[config.mk]
export PLATFORM = sky130hd
export DESIGN_NAME = inverse_park_and_clark_transaction
export DESIGN_NICKNAME = d
export VERILOG_FILES = /design/src/rtl/inverse_park_and_clark_transaction_pkg.sv /design/src/rtl/inverse_park_and_clark_transaction_mult.sv /design/src/rtl/inverse_park_and_clark_transaction.sv
export SDC_FILE = /design/constraint.sdc
export NUM_CORES = 1
export LEC_CHECK = 0
export ABC_AREA = 1
export BUFFER_PORTS_ARGS = -buffer_cell sky130_fd_sc_hd__buf_4
export CAP_MARGIN = 20
export CORE_MARGIN = 3
export CORE_UTILIZATION = 40
export CTS_CLUSTER_DIAMETER = 80
export DETAILED_ROUTE_END_ITERATION = 12
export GPL_TIMING_DRIVEN = 1
export PLACE_DENSITY = 0.61
export SYNTH_ARGS = -nofsm -noshare
export SYNTH_HDL_FRONTEND = slang
export SYNTH_SLANG_ARGS = --single-unit
[constraint.sdc]
create_clock -name sys_clk -period 8.11 [get_ports sys_clk]
set_clock_uncertainty 0.15 [all_clocks]
set_input_delay 1.2165 -clock sys_clk [delete_from_list [all_inputs] [get_ports sys_clk]]
set_output_delay 1.2165 -clock sys_clk [all_outputs]
set_load 0.01 [all_outputs]
[src/rtl/inverse_park_and_clark_transaction_pkg.sv]
// ----------------------------------------------------------------------------
// inverse_park_and_clark_transaction_pkg : shared widths, Q15 limits, FSM codes
// Rev 1.0
// ----------------------------------------------------------------------------
`default_nettype none

package inverse_park_and_clark_transaction_pkg;

    localparam int DATA_WIDTH = 16;
    localparam int PROD_WIDTH = 2 * DATA_WIDTH;
    localparam int ACC_WIDTH  = PROD_WIDTH + 1;
    localparam int FRAC_BITS  = DATA_WIDTH - 1;

    localparam logic signed [DATA_WIDTH-1:0] Q15_SAT_MAX    = 16'sh7fff;
    localparam logic signed [DATA_WIDTH-1:0] Q15_SAT_MIN    = 16'sh8000;
    localparam logic signed [DATA_WIDTH-1:0] SQRT3_DIV2_Q15 = 16'sd28378;

    localparam logic signed [ACC_WIDTH-1:0] ACC_SAT_MAX =
        {{(ACC_WIDTH-DATA_WIDTH){1'b0}}, Q15_SAT_MAX};
    localparam logic signed [ACC_WIDTH-1:0] ACC_SAT_MIN =
        {{(ACC_WIDTH-DATA_WIDTH){1'b1}}, Q15_SAT_MIN};

    localparam int STATE_WIDTH = 6;
    localparam logic [5:0] ST_IDLE    = 6'b000001;
    localparam logic [5:0] ST_ISSUE   = 6'b000010;
    localparam logic [5:0] ST_COLLECT = 6'b000100;
    localparam logic [5:0] ST_DONE    = 6'b001000;
    localparam logic [5:0] ST_CLARK1  = 6'b010000;
    localparam logic [5:0] ST_CLARK2  = 6'b100000;

    // Operand pair issued to the shared multiplier, in issue order
    typedef enum logic [1:0] {
        PAIR_VD_COS = 2'd0,
        PAIR_VQ_SIN = 2'd1,
        PAIR_VD_SIN = 2'd2,
        PAIR_VQ_COS = 2'd3
    } pair_e;

    function automatic logic signed [DATA_WIDTH-1:0] sat_q15(
        input logic signed [ACC_WIDTH-1:0] x
    );
        if (x > ACC_SAT_MAX) begin
            return Q15_SAT_MAX;
        end else if (x < ACC_SAT_MIN) begin
            return Q15_SAT_MIN;
        end else begin
            return x[DATA_WIDTH-1:0];
        end
    endfunction

endpackage

`default_nettype wire

[src/rtl/inverse_park_and_clark_transaction_mult.sv]
// ----------------------------------------------------------------------------
// inverse_park_multiplier : signed 16x16 -> 32 multiplier, MULT_LATENCY stages
// Rev 1.0
// ----------------------------------------------------------------------------
`default_nettype none

module inverse_park_multiplier
    import inverse_park_and_clark_transaction_pkg::*;
#(
    parameter int MULT_LATENCY = 3
) (
    input  logic                         sys_clk,
    input  logic                         reset_n,
    input  logic signed [DATA_WIDTH-1:0] operand_a_i,
    input  logic signed [DATA_WIDTH-1:0] operand_b_i,
    output logic signed [PROD_WIDTH-1:0] product_o
);

    logic signed [PROD_WIDTH-1:0] product_d;
    logic signed [PROD_WIDTH-1:0] stage_q [MULT_LATENCY];

    assign product_d = operand_a_i * operand_b_i;

    always_ff @(posedge sys_clk or negedge reset_n) begin
        if (!reset_n) begin
            for (int i = 0; i < MULT_LATENCY; i++) begin
                stage_q[i] <= '0;
            end
        end else begin
            stage_q[0] <= product_d;
            for (int i = 1; i < MULT_LATENCY; i++) begin
                stage_q[i] <= stage_q[i-1];
            end
        end
    end

    assign product_o = stage_q[MULT_LATENCY-1];

endmodule

`default_nettype wire

[src/rtl/inverse_park_and_clark_transaction.sv]
// ----------------------------------------------------------------------------
// inverse_park_and_clark_transaction : dq -> alpha/beta via one shared multiplier;
// optional inverse Clark (three-phase) stage when INV_CLARK_EN is defined. Rev 1.0
// ----------------------------------------------------------------------------
`default_nettype none

module inverse_park_and_clark_transaction
    import inverse_park_and_clark_transaction_pkg::*;
#(
    parameter int MULT_LATENCY = 3
) (
    input  logic                  sys_clk,
    input  logic                  reset_n,
    input  logic                  transaction_enable_in,
    input  logic [DATA_WIDTH-1:0] voltage_d_in,
    input  logic [DATA_WIDTH-1:0] voltage_q_in,
    input  logic [DATA_WIDTH-1:0] electrical_rotation_phase_sin_in,
    input  logic [DATA_WIDTH-1:0] electrical_rotation_phase_cos_in,
    output logic [DATA_WIDTH-1:0] voltage_alpha_out,
    output logic [DATA_WIDTH-1:0] voltage_beta_out,
`ifdef INV_CLARK_EN
    output logic [DATA_WIDTH-1:0] phase_a_voltage_out,
    output logic [DATA_WIDTH-1:0] phase_b_voltage_out,
    output logic [DATA_WIDTH-1:0] phase_c_voltage_out,
`endif
    output logic                  busy_out,
    output logic                  transaction_valid_out
);

    logic [STATE_WIDTH-1:0]       state_q, state_d;
    logic [2:0]                   cnt_q, cnt_d;
    logic                         capture;
    logic signed [DATA_WIDTH-1:0] vd_q, vq_q, sin_q, cos_q;
    logic signed [DATA_WIDTH-1:0] mult_a, mult_b;
    logic                         issue_vld;
    pair_e                        issue_idx;
    logic signed [PROD_WIDTH-1:0] product;
    logic                         tag_vld_q [MULT_LATENCY];
    pair_e                        tag_idx_q [MULT_LATENCY];
    logic signed [ACC_WIDTH-1:0]  product_ext;
    logic signed [ACC_WIDTH-1:0]  acc_alpha_q, acc_alpha_d;
    logic signed [ACC_WIDTH-1:0]  acc_beta_q, acc_beta_d;
    logic signed [DATA_WIDTH-1:0] alpha_q, alpha_d;
    logic signed [DATA_WIDTH-1:0] beta_q, beta_d;
    logic                         valid_q, valid_d;

    assign capture = (state_q == ST_IDLE) && transaction_enable_in;

    always_comb begin
        state_d   = state_q;
        cnt_d     = cnt_q;
        issue_vld = 1'b0;
        issue_idx = pair_e'(cnt_q[1:0]);
        mult_a    = '0;
        mult_b    = '0;
        case (state_q)
            ST_IDLE: begin
                if (transaction_enable_in) begin
                    state_d = ST_ISSUE;
                    cnt_d   = '0;
                end
            end
            ST_ISSUE: begin
                issue_vld = 1'b1;
                case (issue_idx)
                    PAIR_VD_COS: begin mult_a = vd_q; mult_b = cos_q; end
                    PAIR_VQ_SIN: begin mult_a = vq_q; mult_b = sin_q; end
                    PAIR_VD_SIN: begin mult_a = vd_q; mult_b = sin_q; end
                    PAIR_VQ_COS: begin mult_a = vq_q; mult_b = cos_q; end
                endcase
                if (cnt_q == 3'd3) begin
                    state_d = ST_COLLECT;
                    cnt_d   = '0;
                end else begin
                    cnt_d = cnt_q + 3'd1;
                end
            end
            // The last product is accumulated one cycle before the final COLLECT cycle ends
            ST_COLLECT: begin
                if (cnt_q == 3'(MULT_LATENCY)) begin
                    state_d = ST_DONE;
                    cnt_d   = '0;
                end else begin
                    cnt_d = cnt_q + 3'd1;
                end
            end
            ST_DONE: begin
`ifdef INV_CLARK_EN
                state_d = ST_CLARK1;
`else
                state_d = ST_IDLE;
`endif
            end
`ifdef INV_CLARK_EN
            ST_CLARK1: state_d = ST_CLARK2;
            ST_CLARK2: state_d = ST_IDLE;
`endif
            default: begin
                state_d = ST_IDLE;
                cnt_d   = '0;
            end
        endcase
    end

    inverse_park_multiplier #(
        .MULT_LATENCY (MULT_LATENCY)
    ) u_mult (
        .sys_clk     (sys_clk),
        .reset_n     (reset_n),
        .operand_a_i (mult_a),
        .operand_b_i (mult_b),
        .product_o   (product)
    );

    // Tags travel alongside the multiplier pipeline to identify each emerging product
    always_ff @(posedge sys_clk or negedge reset_n) begin
        if (!reset_n) begin
            for (int i = 0; i < MULT_LATENCY; i++) begin
                tag_vld_q[i] <= 1'b0;
                tag_idx_q[i] <= PAIR_VD_COS;
            end
        end else begin
            tag_vld_q[0] <= issue_vld;
            tag_idx_q[0] <= issue_idx;
            for (int i = 1; i < MULT_LATENCY; i++) begin
                tag_vld_q[i] <= tag_vld_q[i-1];
                tag_idx_q[i] <= tag_idx_q[i-1];
            end
        end
    end

    assign product_ext = {product[PROD_WIDTH-1], product};

    always_comb begin
        acc_alpha_d = acc_alpha_q;
        acc_beta_d  = acc_beta_q;
        if (tag_vld_q[MULT_LATENCY-1]) begin
            case (tag_idx_q[MULT_LATENCY-1])
                PAIR_VD_COS: acc_alpha_d = product_ext;
                PAIR_VQ_SIN: acc_alpha_d = acc_alpha_q - product_ext;
                PAIR_VD_SIN: acc_beta_d  = product_ext;
                PAIR_VQ_COS: acc_beta_d  = acc_beta_q + product_ext;
            endcase
        end
    end

    always_comb begin
        alpha_d = alpha_q;
        beta_d  = beta_q;
        if (state_q == ST_DONE) begin
            alpha_d = sat_q15(acc_alpha_q >>> FRAC_BITS);
            beta_d  = sat_q15(acc_beta_q >>> FRAC_BITS);
        end
`ifdef INV_CLARK_EN
        valid_d = (state_q == ST_CLARK2);
`else
        valid_d = (state_q == ST_DONE);
`endif
    end

    always_ff @(posedge sys_clk or negedge reset_n) begin
        if (!reset_n) begin
            state_q     <= ST_IDLE;
            cnt_q       <= '0;
            vd_q        <= '0;
            vq_q        <= '0;
            sin_q       <= '0;
            cos_q       <= '0;
            acc_alpha_q <= '0;
            acc_beta_q  <= '0;
            alpha_q     <= '0;
            beta_q      <= '0;
            valid_q     <= 1'b0;
        end else begin
            state_q     <= state_d;
            cnt_q       <= cnt_d;
            if (capture) begin
                vd_q  <= voltage_d_in;
                vq_q  <= voltage_q_in;
                sin_q <= electrical_rotation_phase_sin_in;
                cos_q <= electrical_rotation_phase_cos_in;
            end
            acc_alpha_q <= acc_alpha_d;
            acc_beta_q  <= acc_beta_d;
            alpha_q     <= alpha_d;
            beta_q      <= beta_d;
            valid_q     <= valid_d;
        end
    end

`ifdef INV_CLARK_EN
    logic signed [PROD_WIDTH-1:0] k_prod;
    logic signed [DATA_WIDTH:0]   neg_alpha;
    logic signed [DATA_WIDTH:0]   h_q, h_d;
    logic signed [DATA_WIDTH-1:0] k_q, k_d;
    logic signed [DATA_WIDTH+1:0] vb_sum, vc_sum;
    logic signed [DATA_WIDTH-1:0] pa_q, pa_d, pb_q, pb_d, pc_q, pc_d;

    // Negate before halving at 17 bits so -32768 is representable; h is floor(-alpha/2)
    assign neg_alpha = -{alpha_q[DATA_WIDTH-1], alpha_q};
    assign k_prod    = beta_q * SQRT3_DIV2_Q15;
    assign vb_sum    = {h_q[DATA_WIDTH], h_q} + {{2{k_q[DATA_WIDTH-1]}}, k_q};
    assign vc_sum    = {h_q[DATA_WIDTH], h_q} - {{2{k_q[DATA_WIDTH-1]}}, k_q};

    always_comb begin
        h_d  = h_q;
        k_d  = k_q;
        pa_d = pa_q;
        pb_d = pb_q;
        pc_d = pc_q;
        if (state_q == ST_CLARK1) begin
            h_d = neg_alpha >>> 1;
            k_d = k_prod[PROD_WIDTH-2:FRAC_BITS];
        end
        if (state_q == ST_CLARK2) begin
            pa_d = alpha_q;
            pb_d = sat_q15({{(ACC_WIDTH-DATA_WIDTH-2){vb_sum[DATA_WIDTH+1]}}, vb_sum});
            pc_d = sat_q15({{(ACC_WIDTH-DATA_WIDTH-2){vc_sum[DATA_WIDTH+1]}}, vc_sum});
        end
    end

    always_ff @(posedge sys_clk or negedge reset_n) begin
        if (!reset_n) begin
            h_q  <= '0;
            k_q  <= '0;
            pa_q <= '0;
            pb_q <= '0;
            pc_q <= '0;
        end else begin
            h_q  <= h_d;
            k_q  <= k_d;
            pa_q <= pa_d;
            pb_q <= pb_d;
            pc_q <= pc_d;
        end
    end

    assign phase_a_voltage_out = pa_q;
    assign phase_b_voltage_out = pb_q;
    assign phase_c_voltage_out = pc_q;
`endif

    assign voltage_alpha_out     = alpha_q;
    assign voltage_beta_out      = beta_q;
    assign busy_out              = (state_q != ST_IDLE);
    assign transaction_valid_out = valid_q;

endmodule

`default_nettype wire

==> metrics <==
initial antenna violation count 0; gr ovfl total 0; Fin Setup TNS 0 ns; EDFF count, synth 0; final setup fails 0; data required time of the worst path about 8.4 ns; fin nets ~3600; CP max-delay cell fa_1; fin. max-slew vios 0; Num CTS Buffers 34; Synth top cells by count 781 x nand2_1, 560 x inv_1, 308 x nor2_1; Fin. Hold Viols 0; status completed; Total Wirelength between 60 and 70 mm; maximum vdd drop between 0.00015 and 0.0002 V; I/O Buffers 100; post-route design area between 20000 and 30000 um2; Via density between 5 and 6; fin util 45.68%; routed vias 19750; antenna-violating nets left 0; number of global-route vias before repair roughly 21000; CTS tree built; Mean Syn Cell Area 7.994 um2; unrepaired setup endpoints after global routing no; Syn. warnings 0; register bit count reported by yosys 275; worst hold margin about 0.18 ns; Post-synth top flop dfrtp_1; Post-Syn Area around 24000 um2; layout cells sized above 1 8.029%; max_slew headroom between 40 and 50%; Ports ~100; crit path DAT roughly 8 ns; Worst setup EP type register; Area after DPL roughly 26000 um2; register clock-pin slew on the reported worst setup and hold paths roughly 0.060 ns; Final Cycle Share 93.10%; LEAKAGE approximately 0.015 uW; Hold-fix buffers, CTS 0; die width between 200 and 300 um; Tot Pwr around 8500 uW; Synth cell types 44; First DRT Iteration DRCs approximately 1200; Die Ht between 200 and 300 um; min Tclk post-route 7.551 ns; count leader, synth nand2_1; Core Box Area 59580 um2; top cells by area, synth dfrtp_1 28%, fa_1 22%, nand2_1 12%; Crit path max-delay family adder cells; largest net degree at the start of global routing a little under 90; first-pass GRT wire length approximately 110 mm; Wirelength per Cell 16.63 um; Seq/Total Area, Yosys approximately 28%; Crit path buffers/inverters 8; DP HPWL around 53 mm; # rows between 80 and 90; CTS max path bufs 3; # fillers around 6000; min-delay worst type register to register; f_max 132.4 MHz; Multi-input gate area 15020 um2; area leader, netlist dfrtp_1; drt pass-1 iters 5; Max H-tree Level 2; Mapped Cells 3042; CP max FO 23; n_diodes 0; Die Area approximately 64000 um2; Crit Path Category register to register; initial core utilization around two fifths; Startpoint Class register; gr usage total between 20% and 30%; Gates resized, CTS repair 0; post-CTS setup buffer count 0; Worst path most repeated cell inv_1; Power per Cell Area approximately 310 nW/um2; clock latency on the worst-skew pair between 0.5 and 0.6 ns; Max stage delay on crit path 0.68 ns; DRC Markers 0; net count after synthesis 3521; GPL Wtd Cong 0.9774; Seq. cell area approximately 6900 um2; Max-Cap Viols 0; # clock sinks between 200 and 300; FFs w/ async S/R, synth 100.0%; post-synth top area share between 20 and 30%; Worst-Margin Slew ~0.9 ns; Area growth, synth to finish 11.92%; CTS root buffer clkbuf_16
==> layer usage <==
metal / vias to the layer above / track usage, % / wire length [um]
li1: 9547 / - / -
met1: 9554 / 26.55 / 27060
met2: 506 / 38.04 / 32760
met3: 144 / 2.747 / 3231
met4: 0 / 8.026 / 2642
met5: - / 0 / 0
==> final timing paths <==
| path | startpoint | to | slack (ns) | cells after the start |
|---|---|---|---|---|
| hold reg to reg | u_mult.stage_q[92] | u_mult.stage_q[60] | 0.18 | 0 |
| setup reg to reg | cnt_q[0] | u_mult.stage_q[94] | 0.56 | 26 |
| hold / removal | u_mult.stage_q[92] | u_mult.stage_q[60] | 0.18 | 0 |
| max in group asynchronous | reset_n | cos_q[11] | 5.98 | 2 |
| setup / recovery | cnt_q[0] | u_mult.stage_q[94] | 0.56 | 26 |
| min in group asynchronous | reset_n | tag_idx_q[0] | 0.48 | 1 |
==> through the flow <==
stage | setup WS, ns | instances
6_report | 0.5593 | 3949
3_3_place_gp | 0.5906 | 3889
5_1_grt | 0.02083 | 3949
2_1_floorplan | 1.686 | 3042
4_1_cts | 0.5888 | 3949
3_5_place_dp | 0.6143 | 3889
==> area by class of cell <==
cell class	count	area share [%]
Multi-Input combinational cell	2134	55.19
Sequential cell	275	25.29
Inverter	570	7.861
Timing Repair Buffer	137	3.807
Tap cell	773	3.554
Clock buffer	45	3.462
Clock inverter	15	0.8413
==> cell usage in the layout, fill, tap and decap left out, types with 3 or more instances in the layout <==
cell type	instances
xnor2_1	14
or2_2	3
o21ai_1	7
clkbuf_1	6
a21oi_1	192
nor3_1	19
clkbuf_8	5
ha_1	148
nand3_1	105
nor2_2	4
nor4_1	3
o211ai_1	4
clkbuf_16	34
nand2_2	10
o21ai_0	139
inv_1	560
o21bai_1	13
clkinv_1	5
nand4_1	15
dfrtp_1	274
nor2_1	307
inv_2	5
a21o_1	8
fa_1	264
inv_8	3
mux2_2	34
bufinv_16	3
xor2_1	46
nand2_1	778
buf_4	136
==> sequential cells by signal, indices dropped and copies added (netlist names) <==
signal / flops
transaction_valid_out: 1
sin_q: 16
u_mult.stage_q: 64
acc_beta_q: 33
voltage_alpha_out: 16
vd_q: 16
vq_q: 16
state_q: 4
voltage_beta_out: 16
u_mult.product_o: 32
tag_vld_q: 3
cos_q: 16
cnt_q: 3
acc_alpha_q: 33
tag_idx_q: 6
==> report_power, final <==
part           total (uW)  switching [uW]  internal (uW)
clock                1570             638            933
combinational        4860            3170           1690
sequential           2100             256           1850
total                8530            4060           4470
==> kinds of logic (layout without fill, tap and decap cells) <==
| group | Yosys count | after routing | synth area share [%] |
|---|---|---|---|
| AO/OA/AOI/OAI | 375 | 375 | 8.130 |
| XOR/XNOR | 60 | 60 | 2.161 |
| adder cells (fa/ha/maj) | 412 | 412 | 29.35 |
| buffers and inverters | 633 | 767 | 9.992 |
| flip-flops | 275 | 275 | 28.30 |
| multiplexers | 34 | 34 | 1.574 |
| AND/OR/NAND/NOR | 1253 | 1253 | 20.49 |
Power figures use the tool's default switching activity.
